===== config.mk =====
export PLATFORM = sky130hd
export DESIGN_NAME = pc_fetch_ctrl_flat
export DESIGN_NICKNAME = d
export VERILOG_FILES = /design/src/rtl/pc_fetch_ctrl_if.sv /design/src/rtl/pc_fetch_ctrl.sv /design/src/flat_wrapper.sv
export SDC_FILE = /design/constraint.sdc
export NUM_CORES = 1
export LEC_CHECK = 0
export CAP_MARGIN = 20
export CORE_MARGIN = 4
export CORE_UTILIZATION = 50
export CTS_BUF_LIST = sky130_fd_sc_hd__clkbuf_16
export DETAILED_ROUTE_END_ITERATION = 8
export PLACE_DENSITY = 0.82
export RECOVER_POWER = 50
export SYNTH_ARGS = -nofsm -noshare
export SYNTH_HDL_FRONTEND = slang
export SYNTH_SLANG_ARGS = --single-unit

===== constraint.sdc =====
create_clock -name clk -period 6.3 [get_ports clk]
set_input_delay 1.575 -clock clk [delete_from_list [all_inputs] [get_ports clk]]
set_output_delay 1.575 -clock clk [all_outputs]
set_load 0.01 [all_outputs]

===== src/rtl/pc_fetch_ctrl_if.sv =====
// pc_fetch_ctrl_if: execute-resolve and instruction-fetch bus of the fetch PC controller.
interface pc_fetch_ctrl_if #(parameter int XLEN = 64);
   logic            stall, branch, jump, jalr;
   logic [2:0]      br_cond;
   logic            zero, lt, ltu;
   logic [XLEN-1:0] pc_ex, imm_ext, rs1_val;
   logic            fetch_ready;
   logic [XLEN-1:0] pc_fetch;
   logic            fetch_valid, redirect;
   logic [XLEN-1:0] link_addr;
   logic            trap;
   logic [XLEN-1:0] trap_pc;
   modport master (
      input  stall, branch, jump, jalr, br_cond, zero, lt, ltu, pc_ex, imm_ext, rs1_val, fetch_ready,
      output pc_fetch, fetch_valid, redirect, link_addr, trap, trap_pc
   );
   modport slave (
      output stall, branch, jump, jalr, br_cond, zero, lt, ltu, pc_ex, imm_ext, rs1_val, fetch_ready,
      input  pc_fetch, fetch_valid, redirect, link_addr, trap, trap_pc
   );
endinterface


===== src/rtl/pc_fetch_ctrl.sv =====
// pc_fetch_ctrl: fetch PC register with valid/ready fetch handshake and branch/JAL/JALR redirect.
// Define PC_MISALIGN_TRAP_EN to send misaligned taken targets to TRAP_VEC with a trap pulse.
module pc_fetch_ctrl #(
   parameter int              XLEN      = 64,
   parameter logic [XLEN-1:0] RESET_PC  = '0,
   parameter int              IMM_SHIFT = 1
`ifdef PC_MISALIGN_TRAP_EN
   ,
   parameter logic [XLEN-1:0] TRAP_VEC  = 'h100
`endif
) (
   input logic             clk,
   input logic             reset_n,
   pc_fetch_ctrl_if.master bus
);
   typedef enum logic {BOOT, RUN} state_e;
   state_e          state_q, state_d;
   logic [XLEN-1:0] pc_q, pc_d, trap_pc_q, trap_pc_d, target, xfer_pc;
   logic            redirect_q, redirect_d, trap_q, trap_d;
   logic            cmp, br_taken, taken;
   always_ff @(posedge clk or negedge reset_n) begin
      if (!reset_n) begin
         state_q    <= BOOT;
         pc_q       <= RESET_PC;
         redirect_q <= 1'b0;
         trap_q     <= 1'b0;
         trap_pc_q  <= '0;
      end else begin
         state_q    <= state_d;
         pc_q       <= pc_d;
         redirect_q <= redirect_d;
         trap_q     <= trap_d;
         trap_pc_q  <= trap_pc_d;
      end
   end
   always_comb state_d = RUN;
   // br_cond[2] selects the lt/ltu flags, [1] picks unsigned, [0] inverts the sense
   always_comb begin
      cmp      = bus.br_cond[2] ? (bus.br_cond[1] ? bus.ltu : bus.lt) : bus.zero;
      br_taken = bus.branch & (bus.br_cond[2] | ~bus.br_cond[1]) & (cmp ^ bus.br_cond[0]);
      taken    = (state_q == RUN) & (bus.jalr | bus.jump | br_taken);
      target   = bus.jalr ? ((bus.rs1_val + bus.imm_ext) & {{(XLEN-1){1'b1}}, 1'b0})
                          : bus.pc_ex + (bus.imm_ext << IMM_SHIFT);
   end
   always_comb begin
`ifdef PC_MISALIGN_TRAP_EN
      trap_d    = taken & (|target[1:0]);
      trap_pc_d = trap_d ? bus.pc_ex : trap_pc_q;
      xfer_pc   = trap_d ? TRAP_VEC : target;
`else
      trap_d    = 1'b0;
      trap_pc_d = '0;
      xfer_pc   = target;
`endif
      redirect_d = taken;
      pc_d       = taken ? xfer_pc
                 : (state_q == RUN && bus.fetch_ready && !bus.stall) ? pc_q + XLEN'(4) : pc_q;
   end
   assign bus.pc_fetch    = pc_q;
   assign bus.fetch_valid = state_q == RUN;
   assign bus.redirect    = redirect_q;
   assign bus.trap        = trap_q;
   assign bus.trap_pc     = trap_pc_q;
   assign bus.link_addr   = bus.pc_ex + XLEN'(4);
endmodule

===== src/flat_wrapper.sv =====
// flat-port wrapper written by rule: the top's interface ports become plain ports
module pc_fetch_ctrl_flat 
#(
   parameter int              XLEN      = 64,
   parameter logic [XLEN-1:0] RESET_PC  = '0,
   parameter int              IMM_SHIFT = 1

)
  (clk, reset_n, bus_stall, bus_branch, bus_jump, bus_jalr, bus_br_cond, bus_zero, bus_lt, bus_ltu, bus_pc_ex, bus_imm_ext, bus_rs1_val, bus_fetch_ready, bus_pc_fetch, bus_fetch_valid, bus_redirect, bus_link_addr, bus_trap, bus_trap_pc);
  pc_fetch_ctrl_if #(.XLEN(XLEN)) bus_i ();
  input logic clk;
  input logic reset_n;
  input wire logic [$bits(bus_i.stall)-1:0] bus_stall;
  input wire logic [$bits(bus_i.branch)-1:0] bus_branch;
  input wire logic [$bits(bus_i.jump)-1:0] bus_jump;
  input wire logic [$bits(bus_i.jalr)-1:0] bus_jalr;
  input wire logic [$bits(bus_i.br_cond)-1:0] bus_br_cond;
  input wire logic [$bits(bus_i.zero)-1:0] bus_zero;
  input wire logic [$bits(bus_i.lt)-1:0] bus_lt;
  input wire logic [$bits(bus_i.ltu)-1:0] bus_ltu;
  input wire logic [$bits(bus_i.pc_ex)-1:0] bus_pc_ex;
  input wire logic [$bits(bus_i.imm_ext)-1:0] bus_imm_ext;
  input wire logic [$bits(bus_i.rs1_val)-1:0] bus_rs1_val;
  input wire logic [$bits(bus_i.fetch_ready)-1:0] bus_fetch_ready;
  output wire logic [$bits(bus_i.pc_fetch)-1:0] bus_pc_fetch;
  output wire logic [$bits(bus_i.fetch_valid)-1:0] bus_fetch_valid;
  output wire logic [$bits(bus_i.redirect)-1:0] bus_redirect;
  output wire logic [$bits(bus_i.link_addr)-1:0] bus_link_addr;
  output wire logic [$bits(bus_i.trap)-1:0] bus_trap;
  output wire logic [$bits(bus_i.trap_pc)-1:0] bus_trap_pc;
  assign bus_i.stall = bus_stall;
  assign bus_i.branch = bus_branch;
  assign bus_i.jump = bus_jump;
  assign bus_i.jalr = bus_jalr;
  assign bus_i.br_cond = bus_br_cond;
  assign bus_i.zero = bus_zero;
  assign bus_i.lt = bus_lt;
  assign bus_i.ltu = bus_ltu;
  assign bus_i.pc_ex = bus_pc_ex;
  assign bus_i.imm_ext = bus_imm_ext;
  assign bus_i.rs1_val = bus_rs1_val;
  assign bus_i.fetch_ready = bus_fetch_ready;
  assign bus_pc_fetch = bus_i.pc_fetch;
  assign bus_fetch_valid = bus_i.fetch_valid;
  assign bus_redirect = bus_i.redirect;
  assign bus_link_addr = bus_i.link_addr;
  assign bus_trap = bus_i.trap;
  assign bus_trap_pc = bus_i.trap_pc;
  pc_fetch_ctrl #(.XLEN(XLEN), .RESET_PC(RESET_PC), .IMM_SHIFT(IMM_SHIFT)) u_core (.clk(clk), .reset_n(reset_n), .bus(bus_i));
endmodule

# ---- After elaboration in Yosys (flattened, before gate mapping)
# Index checks and enable logic that the tools add are counted.
dict set report totals {
  reg_bits 66
  input_bits 205
  out_inout_bits 195
  elab_cells 24
}
dict set report classes {
  n_addsub 4
  muxes 5
  n_bitwise 8
  reduce_logical 4
}
# op count
set op_table {}
lappend op_table {{64-bit two-way mux} 3}
lappend op_table {{64-bit by 3-bit adder with 64-bit output (second input constant)} 2}
lappend op_table {{64-bit adder} 2}
lappend op_table {{1-bit bitwise AND} 3}
lappend op_table {{1-bit OR} 3}
lappend op_table {{1-bit logical AND} 2}
lappend op_table {{1-bit two-way mux} 2}
lappend op_table {{2-bit nonzero test} 1}
lappend op_table {{1-bit zero test} 1}
lappend op_table {{1-bit inverter} 1}
lappend op_table {{1-bit bitwise XOR} 1}

# ---- Logic depth before layout (Yosys ltp)
dict set report logic_depth {
  ltp_word 7
  ltp_mapped 13
  depth_no_buf 13
}

# ---- Worst setup path after synthesis
# Ideal clock, no wire load.
dict set report synth_timing {
  path_type {in2out}
  start {input bus_pc_ex[4]}
  end {output bus_link_addr[61]}
  t_arrival_ns 3.579
  required_time_ns 4.725
  path_slack_ns 1.146
  stages 11
  path_buffers 1
  cell_sequence {nand3_1 -> nor2_1 -> nand3_1 -> nor2_1 -> nand3_1 -> or3_1 -> clkbuf_1 -> nor4_4 -> nand3_2 -> nor3_1 -> xor2_1}
}
dict set report synth_between {
  elab_chain_len 1
}
# element line_no
set synth_rtl {}
lappend synth_rtl {{from (decl)} flat_wrapper.sv:21} ;# input wire logic [$bits(bus_i.pc_ex)-1:0] bus_pc_ex;
lappend synth_rtl {{64-bit by 3-bit adder with 64-bit output} pc_fetch_ctrl.sv:64} ;# assign bus.link_addr = bus.pc_ex + XLEN'(4);
lappend synth_rtl {{to (decl)} flat_wrapper.sv:28} ;# output wire logic [$bits(bus_i.link_addr)-1:0] bus_link_addr;
# No other way between the ends.

# ---- Worst setup path after layout
dict set report layout_timing {
  start {input bus_pc_ex[18]}
  end {output bus_link_addr[57]}
}
# Same word-level chain as after synthesis.

==> results by group <==
Critical path
  • CP Class: in -> out
  • CP Capture Type: primary output
  • Max Fanout on Critical Path: 5
  • Crit path DAT: between 4 and 5 ns
  • Setup crit start kind: input port
  • Worst R2R Setup Slack: 2.99 ns
  • Data required, critical path: approximately 4.7 ns

Clocking
  • Worst skew pair latency: between 0.3 and 0.4 ns
  • CTS buffer count: 9
  • CTS tree: built
  • Worst-path clk slew: around 0.060 ns
  • H-tree Lvls: 3
  • Clock Path Buffers: 2
  • Root Buffer: clkbuf_16
  • CTS sink cnt: 66
  • Cts hold-fix bufs: 0

Routing
  • DR DRC count: 0
  • Routed Antenna Nets: 0
  • Avg WL per Cell: between 20 and 25 um
  • Starting DRT DRC Count: around 2,500
  • Vias/cell: between 6 and 7
  • Final wirelength: between 50,000 and 60,000 um
  • Drt first pass iters: 8
  • DR vias: ~17,000

Floorplanning
  • DIE HEIGHT: roughly 170 um
  • CORE AREA: around 27,000 um2
  • Ports: 400
  • Std-Cell Rows: 60
  • Initial core utilization: just over 50%
  • Die area: roughly 31,000 um2
  • Chip Width: 175 um

Layout
  • Fin area: between 15,000 and 20,000 um2
  • Fin util: between 60 and 70%
  • Net count, final: 2,606
  • Finished Layout Cells: around 2,700
  • Commonest non-fill, non-tap cells in the layout: clkdlybuf4s50_1, a21oi_1, nand2_1
  • Share of cells above drive strength 1: 4.83%
  • Fill count: around 2,400
  • Most common cell after layout, fill and taps aside: clkdlybuf4s50_1
  • Area grow syn2layout: 27.8%

Synthesis
  • Mean Syn Cell Area: about 7 um2
  • Top FF cell, synth: dfrtp_1
  • Share of Yosys cell area claimed by the top area cell type: between 10% and 20%
  • Seq/Total Area, Yosys: a little under an eighth
  • Post-synth EDFFs: 0
  • Post-synthesis cell count: approximately 2,000
  • Synth warnings: 0
  • Area leader, netlist: dfrtp_1
  • Mapped cell area: approximately 14,000 um2
  • Async SR Flop Fraction: 100%
  • Largest cells by area after synthesis: dfrtp_1, ha_1, xnor2_1
  • Seq cells post-synth: 66
  • Unique masters post-synth: between 80 and 90

Placement
  • Dpl cells: approximately 2,600
  • Pre-CTS WS: between 0.03 and 0.04 ns
  • IO Port Bufs: between 300 and 400
  • GPL Wtd Cong: between 1 and 1.5
  • DP Area: 17,400 um2
  • Hpwl dp: 48,800 um

Global route
  • Vias in the first global route: roughly 16,000
  • Grt ovf: 0
  • Initial antenna violation count: 3
  • Largest net degree at the start of global routing: 73
  • First-pass GRT wire length: 88,900 um
  • GR Util All Layers: between 30% and 40%

Run
  • Max Cap Violations: 1

STA
  • PnR worst setup slack: roughly 0.13 ns
  • Worst-margin pin slew: approximately 3.6 ns
  • Min cycle time layout: between 6 and 7 ns
  • RSZ-0062 raised after global routing: yes
  • Setup Viol. Count Final: 0
  • Clock Skew: between 0.007 and 0.008 ns
  • Relative slew slack: -141%
  • Max-slew violation count: 67
  • Hold Fails Final Rpt: 0
  • Period utilisation layout: ~98%
  • Peak Freq: around 0.16 GHz

Hold path
  • Worst min-delay path class: reg -> reg

Status
  • Status: finished, violations left
  • Violated checks: max-capacitance violations, max-slew violations

Pwr
  • Power Dens Cells: 177 nW/um2
  • Final Power: 3.15 mW
  • VDD IR-drop max: between 100 and 150 uV
  • Leakage: 7.39 nW
-- routing by layer --
layer | part of all wire [%] | track usage, % | wire [um] | vias to the layer above
met5 | 0 | 0 | 0 | -
met4 | 2.4 | 8.61 | 1410 | 0
met3 | 13 | 9.32 | 7400 | 120
met2 | 42 | 52.8 | 24400 | 1150
met1 | 43 | 52.9 | 25400 | 7971
li1 | - | - | - | 7785
-- cells in the mapped netlist (4+ instances only) --
| library cell | count |
|---|---|
| a21o_1 | 94 |
| nor3_1 | 44 |
| or2_2 | 7 |
| o22ai_1 | 6 |
| nand2_1 | 186 |
| mux2i_1 | 15 |
| a221oi_1 | 10 |
| buf_4 | 67 |
| o21bai_1 | 24 |
| o211ai_1 | 14 |
| a41oi_1 | 4 |
| nand2b_1 | 11 |
| xor2_1 | 76 |
| and3_1 | 37 |
| and4_1 | 4 |
| xnor2_1 | 115 |
| a221o_1 | 4 |
| dfrtp_1 | 66 |
| o21ai_1 | 5 |
| buf_2 | 7 |
| buf_1 | 6 |
| and2_1 | 9 |
| a211o_1 | 6 |
| nor2_1 | 180 |
| clkbuf_1 | 95 |
| ha_1 | 126 |
| o21ai_0 | 124 |
| a211oi_2 | 5 |
| nand3_1 | 98 |
| a211oi_1 | 45 |
| o31a_1 | 6 |
| a311oi_1 | 11 |
| o221ai_1 | 8 |
| o31ai_1 | 7 |
| nand4_1 | 73 |
| nor2b_1 | 21 |
| a31oi_1 | 24 |
| a21oi_1 | 198 |
| nor4_1 | 11 |
| a21boi_0 | 8 |
| o21a_1 | 13 |
| or3_1 | 17 |
| inv_1 | 43 |
-- state kept, by name, indices dropped and copies added (netlist names) --
signal	cells
u_core.bus.pc_fetch	64
u_core.bus.fetch_valid	1
u_core.bus.redirect	1
-- cells by family after synthesis --
| family | share of synthesized area (%) |
|---|---|
| AND/OR/NAND/NOR | 24.9 |
| XOR/XNOR | 12.0 |
| adder cells (fa/ha/maj) | 11.6 |
| multiplexers | 1.43 |
| buffers and inverters | 7.78 |
| AO/OA/AOI/OAI | 30.3 |
| flip-flops | 11.9 |
| other | 0.0540 |
-- what timing repair did --
item | in CTS | in global routing
setup endpoints to repair | 0 | 12
gates resized for setup | 0 | 14
buffers inserted | 0 | 0
endpoints found under the hold margin | 0 | 0
-- per-stage QoR --
stage                     hold slack [ns]  setup TNS [ns]
final                               0.485               0
after global placement              0.448               0
after global routing                0.508          -0.204
after floorplan                     0.507               0
after CTS                           0.496               0
after detailed placement            0.483               0
-- worst max-delay path, stage by stage --
cell and delay, ns:
clkdlybuf4s50_1 0.52, and3_1 0.21, and3_1 0.20, nand2_1 0.13, nor2_1 0.11, nand3_1 0.15, or3_4 0.40, nor4_4 0.24
nand3_4 0.19, nor2_2 0.14, xor2_1 0.16, clkdlybuf4s50_1 0.57
-- report_power, final --
| group | leakage [nW] | switching (mW) | total (mW) | internal, mW |
|---|---|---|---|---|
| clock | 0.162 | 0.186 | 0.568 | 0.382 |
| combinational | 6.48 | 1.08 | 1.89 | 0.811 |
| sequential | 0.752 | 0.162 | 0.696 | 0.535 |
| total | 7.39 | 1.42 | 3.15 | 1.73 |
-- path summary, 6_finish.rpt --
kind / start / end / depth (start not counted)
min: u_core.bus.pc_fetch[1]$_DFFE_PN0P_ / u_core.bus.pc_fetch[1]$_DFFE_PN0P_ / 2
min reg2reg: u_core.bus.pc_fetch[1]$_DFFE_PN0P_ / u_core.bus.pc_fetch[1]$_DFFE_PN0P_ / 2
max: bus_pc_ex[18] / bus_link_addr[57] / 12
max in group asynchronous: reset_n / u_core.bus.pc_fetch[51]$_DFFE_PN0P_ / 2
max reg2reg: u_core.bus.pc_fetch[2]$_DFFE_PN0P_ / u_core.bus.pc_fetch[58]$_DFFE_PN0P_ / 10
min in group asynchronous: reset_n / u_core.bus.pc_fetch[3]$_DFFE_PN0P_ / 2
-- final cells by class --
type                       count  area (um2)  share of cell area [%]
antenna                        3        7.51                  0.0422
clock buffer                   9         225                    1.27
clock inverter                 7         109                   0.612
inverter                      44         165                   0.929
multi-input combinational   1771       11500                    64.5
sequential                    66        1650                    9.29
tap                          372         465                    2.62
timing repair buffer         381        3690                    20.7
(Power assumes the default switching activity.)
